$ cat src/rtl/rrs_pkg.sv
// ============================================================================
//  Module   : rrs_pkg
//  Purpose  : Shared digit-width helpers, digit bounds and FSM state codes
//             for the radix-r online multiplier.
//  Revision : 1.0  initial release
// ============================================================================
`default_nettype none

package rrs_pkg;

   // Bits per signed digit: log2(RADIX) magnitude bits plus a sign bit
   function automatic int digit_width(input int radix);
      return $clog2(radix) + 1;
   endfunction

   // Largest digit of the maximally redundant digit set
   function automatic int digit_max(input int radix);
      return radix - 1;
   endfunction

   // Smallest digit of the maximally redundant digit set
   function automatic int digit_min(input int radix);
      return -(radix - 1);
   endfunction

   // Controller state encoding
   localparam logic [2:0] ST_IDLE  = 3'd0;
   localparam logic [2:0] ST_LOAD  = 3'd1;
   localparam logic [2:0] ST_RUN   = 3'd2;
   localparam logic [2:0] ST_FLUSH = 3'd3;
   localparam logic [2:0] ST_DONE  = 3'd4;

endpackage

`default_nettype wire

$ cat src/rtl/rrs_mult_sel.sv
// ============================================================================
//  Module   : rrs_mult_sel
//  Purpose  : Digit selection and residual update for one online step.
//             V = RADIX*W + T, p = sat(round(V)), W' = V - p.
//             W and T are fixed point with FB fractional bits.
//  Revision : 1.0  initial release
// ============================================================================
`default_nettype none

module rrs_mult_sel
   import rrs_pkg::*;
#(
   parameter int RADIX = 4,
   parameter int WW    = 42,
   parameter int FB    = 22
) (
   input  logic [WW-1:0]                  i_w,
   input  logic [WW-1:0]                  i_t,
   input  logic                           i_sel_en,
   output logic [digit_width(RADIX)-1:0]  o_p,
   output logic [WW-1:0]                  o_w
);

   localparam int c_D = digit_width(RADIX);
   localparam int c_L = c_D - 1;
   localparam logic signed [WW-1:0] c_MAX  = WW'(digit_max(RADIX));
   localparam logic signed [WW-1:0] c_MIN  = WW'(digit_min(RADIX));
   localparam logic [WW-1:0]        c_HALF = WW'(1) << (FB - 1);

   logic [WW-1:0]        w_v;
   logic signed [WW-1:0] w_rnd;
   logic signed [WW-1:0] w_q;

   // Exact round-half-up of V, saturated to the digit set; during the
   // initial (no-output) steps the whole of V stays in the residual.
   always_comb begin
      w_v   = (i_w << c_L) + i_t;
      w_rnd = $signed(w_v + c_HALF) >>> FB;
      if (w_rnd > c_MAX) begin
         w_q = c_MAX;
      end else if (w_rnd < c_MIN) begin
         w_q = c_MIN;
      end else begin
         w_q = w_rnd;
      end
      if (i_sel_en) begin
         o_p = w_q[c_D-1:0];
         o_w = w_v - (w_q << FB);
      end else begin
         o_p = '0;
         o_w = w_v;
      end
   end

endmodule

`default_nettype wire

$ cat src/rtl/rrs_online_mult.sv
// ============================================================================
//  Module   : rrs_online_mult
//  Purpose  : Radix-RADIX online (MSD-first) signed-digit multiplier with
//             online delay DELTA. Accepts WIDTH digit pairs, emits 2*WIDTH
//             product digits. Operands are integers scaled by RADIX^WIDTH,
//             the residual is exact with L*(WIDTH+DELTA) fractional bits.
//  Revision : 1.0  initial release
// ============================================================================
`default_nettype none

module rrs_online_mult
   import rrs_pkg::*;
#(
   parameter int WIDTH = 8,
   parameter int RADIX = 4,
   parameter int DELTA = 3
) (
   input  logic                          clock,
   input  logic                          reset,
   input  logic                          start,
   input  logic                          in_valid,
   input  logic [digit_width(RADIX)-1:0] x_digit,
   input  logic [digit_width(RADIX)-1:0] y_digit,
   output logic                          in_ready,
   output logic [digit_width(RADIX)-1:0] p_digit,
   output logic                          p_valid,
   output logic                          busy,
   output logic                          done
);

   localparam int c_D     = digit_width(RADIX);
   localparam int c_L     = c_D - 1;
   localparam int c_XW    = c_L * WIDTH + 2;
   localparam int c_WW    = c_D * (WIDTH + DELTA + 3);
   localparam int c_FB    = c_L * (WIDTH + DELTA);
   localparam int c_STEPS = 2 * WIDTH + DELTA;
   localparam int c_CW    = $clog2(c_STEPS + 1);
   localparam logic [c_CW-1:0] c_LOAD_LAST  = c_CW'(DELTA - 1);
   localparam logic [c_CW-1:0] c_RUN_LAST   = c_CW'(WIDTH - 1);
   localparam logic [c_CW-1:0] c_FLUSH_LAST = c_CW'(c_STEPS - 1);

   logic [2:0]      r_state;
   logic [c_CW-1:0] r_cnt;
   logic [c_XW-1:0] r_x;
   logic [c_XW-1:0] r_y;
   logic [c_WW-1:0] r_w;
   logic [c_D-1:0]  r_p_digit;
   logic            r_p_valid;

   logic            w_in_phase;
   logic            w_accept;
   logic            w_flush;
   logic            w_step;
   logic            w_sel_en;
   logic [c_D-1:0]  w_xd;
   logic [c_D-1:0]  w_yd;
   int              w_shift;
   logic [c_XW-1:0] w_x_next;
   logic [c_XW-1:0] w_y_next;
   logic [c_WW-1:0] w_x_ext;
   logic [c_WW-1:0] w_yn_ext;
   logic [c_WW-1:0] w_xd_ext;
   logic [c_WW-1:0] w_yd_ext;
   logic [c_WW-1:0] w_t;
   logic [c_WW-1:0] w_w_next;
   logic [c_D-1:0]  w_p;

   assign w_in_phase = (r_state == ST_LOAD) || (r_state == ST_RUN);
   assign w_accept   = w_in_phase && in_valid;
   assign w_flush    = (r_state == ST_FLUSH);
   assign w_step     = w_accept || w_flush;
   assign w_sel_en   = (r_state != ST_LOAD);

   // Flush steps (and stalls) inject zero digits
   assign w_xd = w_accept ? x_digit : '0;
   assign w_yd = w_accept ? y_digit : '0;

   // Digit k (0-based count) carries weight RADIX^-(k+1) in operands scaled by RADIX^WIDTH
   always_comb begin
      w_shift = 0;
      if (int'(r_cnt) < WIDTH) begin
         w_shift = c_L * (WIDTH - 1 - int'(r_cnt));
      end
   end

   assign w_x_next = r_x + ({{(c_XW-c_D){w_xd[c_D-1]}}, w_xd} << w_shift);
   assign w_y_next = r_y + ({{(c_XW-c_D){w_yd[c_D-1]}}, w_yd} << w_shift);

   // T = X_old*y + Y_new*x; the RADIX^-DELTA factor is absorbed by the scaling
   assign w_x_ext  = {{(c_WW-c_XW){r_x[c_XW-1]}}, r_x};
   assign w_yn_ext = {{(c_WW-c_XW){w_y_next[c_XW-1]}}, w_y_next};
   assign w_xd_ext = {{(c_WW-c_D){w_xd[c_D-1]}}, w_xd};
   assign w_yd_ext = {{(c_WW-c_D){w_yd[c_D-1]}}, w_yd};
   assign w_t      = (w_x_ext * w_yd_ext) + (w_yn_ext * w_xd_ext);

   rrs_mult_sel #(
      .RADIX (RADIX),
      .WW    (c_WW),
      .FB    (c_FB)
   ) u_sel (
      .i_w      (r_w),
      .i_t      (w_t),
      .i_sel_en (w_sel_en),
      .o_p      (w_p),
      .o_w      (w_w_next)
   );

   // Controller: sequence LOAD -> RUN -> FLUSH -> DONE, counting steps
   always_ff @(posedge clock) begin
      if (reset) begin
         r_state <= ST_IDLE;
         r_cnt   <= '0;
      end else begin
         case (r_state)
            ST_IDLE: begin
               if (start) begin
                  r_state <= ST_LOAD;
                  r_cnt   <= '0;
               end
            end
            ST_LOAD: begin
               if (w_accept) begin
                  r_cnt <= r_cnt + c_CW'(1);
                  if (r_cnt == c_LOAD_LAST) begin
                     r_state <= (WIDTH == DELTA) ? ST_FLUSH : ST_RUN;
                  end
               end
            end
            ST_RUN: begin
               if (w_accept) begin
                  r_cnt <= r_cnt + c_CW'(1);
                  if (r_cnt == c_RUN_LAST) begin
                     r_state <= ST_FLUSH;
                  end
               end
            end
            ST_FLUSH: begin
               r_cnt <= r_cnt + c_CW'(1);
               if (r_cnt == c_FLUSH_LAST) begin
                  r_state <= ST_DONE;
               end
            end
            default: begin
               r_state <= ST_IDLE;
            end
         endcase
      end
   end

   // Datapath: operand prefixes and residual advance only on a step
   always_ff @(posedge clock) begin
      if (reset) begin
         r_x <= '0;
         r_y <= '0;
         r_w <= '0;
      end else if ((r_state == ST_IDLE) && start) begin
         r_x <= '0;
         r_y <= '0;
         r_w <= '0;
      end else if (w_step) begin
         r_x <= w_x_next;
         r_y <= w_y_next;
         r_w <= w_w_next;
      end
   end

   // Registered product digit; zero whenever not valid
   always_ff @(posedge clock) begin
      if (reset) begin
         r_p_valid <= 1'b0;
         r_p_digit <= '0;
      end else begin
         r_p_valid <= w_step && w_sel_en;
         r_p_digit <= (w_step && w_sel_en) ? w_p : '0;
      end
   end

   assign in_ready = w_in_phase && !reset;
   assign busy     = (r_state != ST_IDLE) && !reset;
   assign done     = (r_state == ST_DONE) && !reset;
   assign p_valid  = r_p_valid && !reset;
   assign p_digit  = reset ? '0 : r_p_digit;

endmodule

`default_nettype wire

$ cat config.mk
export PLATFORM = sky130hd
export DESIGN_NAME = rrs_online_mult
export DESIGN_NICKNAME = d
export VERILOG_FILES = /design/src/rtl/rrs_pkg.sv /design/src/rtl/rrs_mult_sel.sv /design/src/rtl/rrs_online_mult.sv
export SDC_FILE = /design/constraint.sdc
export NUM_CORES = 1
export LEC_CHECK = 0
export CORE_MARGIN = 8
export CORE_UTILIZATION = 40
export DETAILED_ROUTE_END_ITERATION = 8
export SLEW_MARGIN = 20
export SYNTH_ARGS = -nofsm -noshare
export SYNTH_HDL_FRONTEND = slang
export SYNTH_SLANG_ARGS = --single-unit
$ cat constraint.sdc
create_clock -name clock -period 17.1 [get_ports clock]
set_input_delay 2.565 -clock clock [delete_from_list [all_inputs] [get_ports clock]]
set_output_delay 2.565 -clock clock [all_outputs]
set_load 0.1 [all_outputs]
==> key figures <==
Outcome
  – Status: complete, no violations

Floorplanning
  – Die area: 37590 um2
  – Initial Util: 0.4031
  – Die Ht: 193.9 um
  – Row cnt: 65
  – Core footprint: 31390 um2
  – IO Pins: 17
  – Die width: 193.9 um

Timing
  – Hold Slack: 0.4666 ns
  – Setup-failing EPs final: 0
  – Period minus WS final: 16.38 ns
  – Slew HR: 0.2513
  – Final Hold Viols: 0
  – Fin crit share: 0.9582
  – Worst Slack Setup Final: 0.7155 ns
  – Measured slew at the worst slew-check pin: 1.115 ns
  – Max Freq: 61.03 MHz
  – Clock Skew: 0.01403 ns
  – Max-slew violation total from the final report: 0
  – Setup TNS: 0 ns

Routing
  – Drt drc: 0
  – TritonRoute pass-1 iters: 5
  – DRT Wirelength: 35360 um
  – Routed length per placed instance: 16.63 um
  – DRT iter0 DRCs: 822
  – Antenna Nets Post-Route: 0
  – Via/cell ratio: 5.553
  – Via Count: 11810

Power and ir drop
  – LEAKAGE: 6.116 nW
  – Peak VDD IR: 73.31 uV
  – Pwr Total: 1.036 mW
  – PD cells: 73.65 nW/um2

GRT
  – Tot GR Track Use: 0.1842
  – Largest net degree at the start of global routing: 86
  – Initial antenna violation count: 1
  – Vias in the first global route: 11360
  – GR Overflow Total: 0
  – First-pass GRT wire length: 57870 um

Worst hold path
  – Worst Hold End: r_y[0]
  – Hold Path Depth: 2
  – Worst hold path type: reg -> reg
  – Min-delay src: r_y[0]

Clocking
  – CTS H-tree lvls: 3
  – CTS clock-pin slew for the worst setup and hold paths: 0.08 ns
  – Clock latency on the worst-skew pair: 0.37 ns
  – CTS root buf: clkbuf_16
  – CTS tree: done
  – CTS Sinks: 88
  – CTS max path bufs: 2
  – Inserted Clock Buffers: 9

Synth
  – Syn Inst Count: 1711
  – Area share of the largest cell type after synthesis: 0.1392
  – Number of synthesized flops with an enable pin: 0
  – Sequential area share after synthesis: 0.1392
  – Warnings, synthesis: 0
  – Leading area contributor after synthesis: dfxtp_1
  – Synth cell types: 84
  – #FFs+latches synth: 88
  – Ys async rst share: 0
  – Post-Synthesis Cell Area: 12660 um2
  – Synth area leaders: dfxtp_1, ha_1, fa_1
  – Dominant synthesized flop cell: dfxtp_1
  – Synth Net Count: 1940
  – Synth Area per Inst: 7.397 um2

Setup path
  – Cell repeated most along the worst path: a21oi_1
  – FF-to-FF setup slack: 1.95 ns
  – CP endpoint kind: register
  – Worst R2R Start: r_cnt[3]
  – Critical Path Max Stage Delay: 0.52 ns
  – Critical path arrival: 16.67 ns
  – Critical path peak fanout: 17
  – R2R Path End: r_w[38]
  – Reg2reg path depth: 68
  – Slowest cell on the critical path: fa_1
  – Crit Path Category: in -> reg
  – Critical Path RT: 17.38 ns
  – Crit path launch type: primary input

Run
  – Max-cap violations: 0

Placed design
  – Pre-CTS setup slack: -0.1817 ns
  – I/O Buffers: 16
  – Dpl hpwl: 27130 um
  – Placer Congestion: 0.9260
  – Post-DP Area: 13450 um2
  – Placed insts: 2105

Finish
  – Area Overhead vs Synth: 11.16%
  – Nets: 1948
  – Layout cells sized above 1: 0.08005
  – Final design utilization: 0.4481
  – ANT cells: 0
  – Most frequent cells in the layout: nand2_1, nor2_1, a21oi_1
  – Non-Filler Instances: 2126
  – Final instance area: 14070 um2
  – Commonest non-fill, non-tap cell in the layout: nand2_1
[layout make-up]
type / count / area [um2]
clock buffer: 9 / 225.2
clock inverter: 7 / 70.07
fill: 3243 / 17320
inverter: 158 / 593.1
multi-input combinational: 1396 / 10350
sequential: 88 / 1762
tap: 402 / 503.0
timing repair buffer: 66 / 564.3
[kinds of logic (layout without fill, tap and decap cells)]
logic type,Yosys count,after routing,synth area share
AO/OA/AOI/OAI,412,412,0.2036
XOR/XNOR,111,112,0.07870
adder cells (fa/ha/maj),219,219,0.2640
buffers and inverters,228,240,0.06772
flip-flops,88,88,0.1392
multiplexers,5,5,0.004152
AND/OR/NAND/NOR,648,648,0.2427
[critical path, delay by kind of cell]
kind	cells	cell delay [ns]
and+or+nand+nor	14	2.13
AOI/OAI and AO/OA	30	5.58
buffers and inverters	9	1.45
xor gates and xnor gates	5	1.04
adders and majority gates	10	3.84
[cell usage after synthesis (7+ instances only)]
library cell	n
o22ai_1	10
nor4_1	7
nand3_1	30
xnor2_1	82
o211ai_1	9
xor2_1	27
a21o_1	25
ha_1	139
or3_1	12
nor3_1	39
inv_1	156
clkbuf_1	54
nor2_1	191
o21a_1	16
buf_1	15
a21oi_1	173
nand2b_1	29
and3_1	15
a211oi_1	22
dfxtp_1	88
o21ai_0	67
nor2b_1	28
nand4_1	19
fa_1	80
and2_1	36
a311oi_1	7
nand2_1	203
a31oi_1	8
o21bai_1	20
[flip-flops by register name, summed over array words and instances (netlist names)]
| register | cells |
|---|---|
| r_w | 40 |
| r_x | 18 |
| r_state | 3 |
| r_p_digit | 3 |
| r_cnt | 5 |
| r_y | 18 |
| r_p_valid | 1 |
[what timing repair did]
action                                  in CTS  in global routing
buffers inserted                             0                  4
gates resized for setup                      0                 54
hold buffers                                 0                  0
endpoints found under the setup margin       0                 11
[power by group]
group,internal [mW],total [mW],switching [mW]
combinational,0.243,0.600,0.357
clock,0.114,0.212,0.0989
sequential,0.214,0.224,0.00973
total,0.571,1.04,0.466
[worst max path at each step]
stage,startpoint,to,slack (ns),cells after the start
finish,in_valid,r_w[38],0.72,68
global route,in_valid,r_w[38],-0.13,66
CTS,in_valid,r_w[39],0.15,64
detailed placement,in_valid,r_w[39],-0.18,64
global placement,in_valid,r_w[39],0.13,65
floorplan,in_valid,r_w[38],1.06,65
[routing by layer]
| layer | routed length, um | up-vias | track usage |
|---|---|---|---|
| met3 | 1778 | 48 | 0.03020 |
| met4 | 873 | 0 | 0.05149 |
| met2 | 15970 | 294 | 0.2999 |
| met1 | 16740 | 5595 | 0.2488 |
| li1 | - | 5868 | - |
| met5 | 0 | - | 0 |
Power figures use the tool's default switching activity.
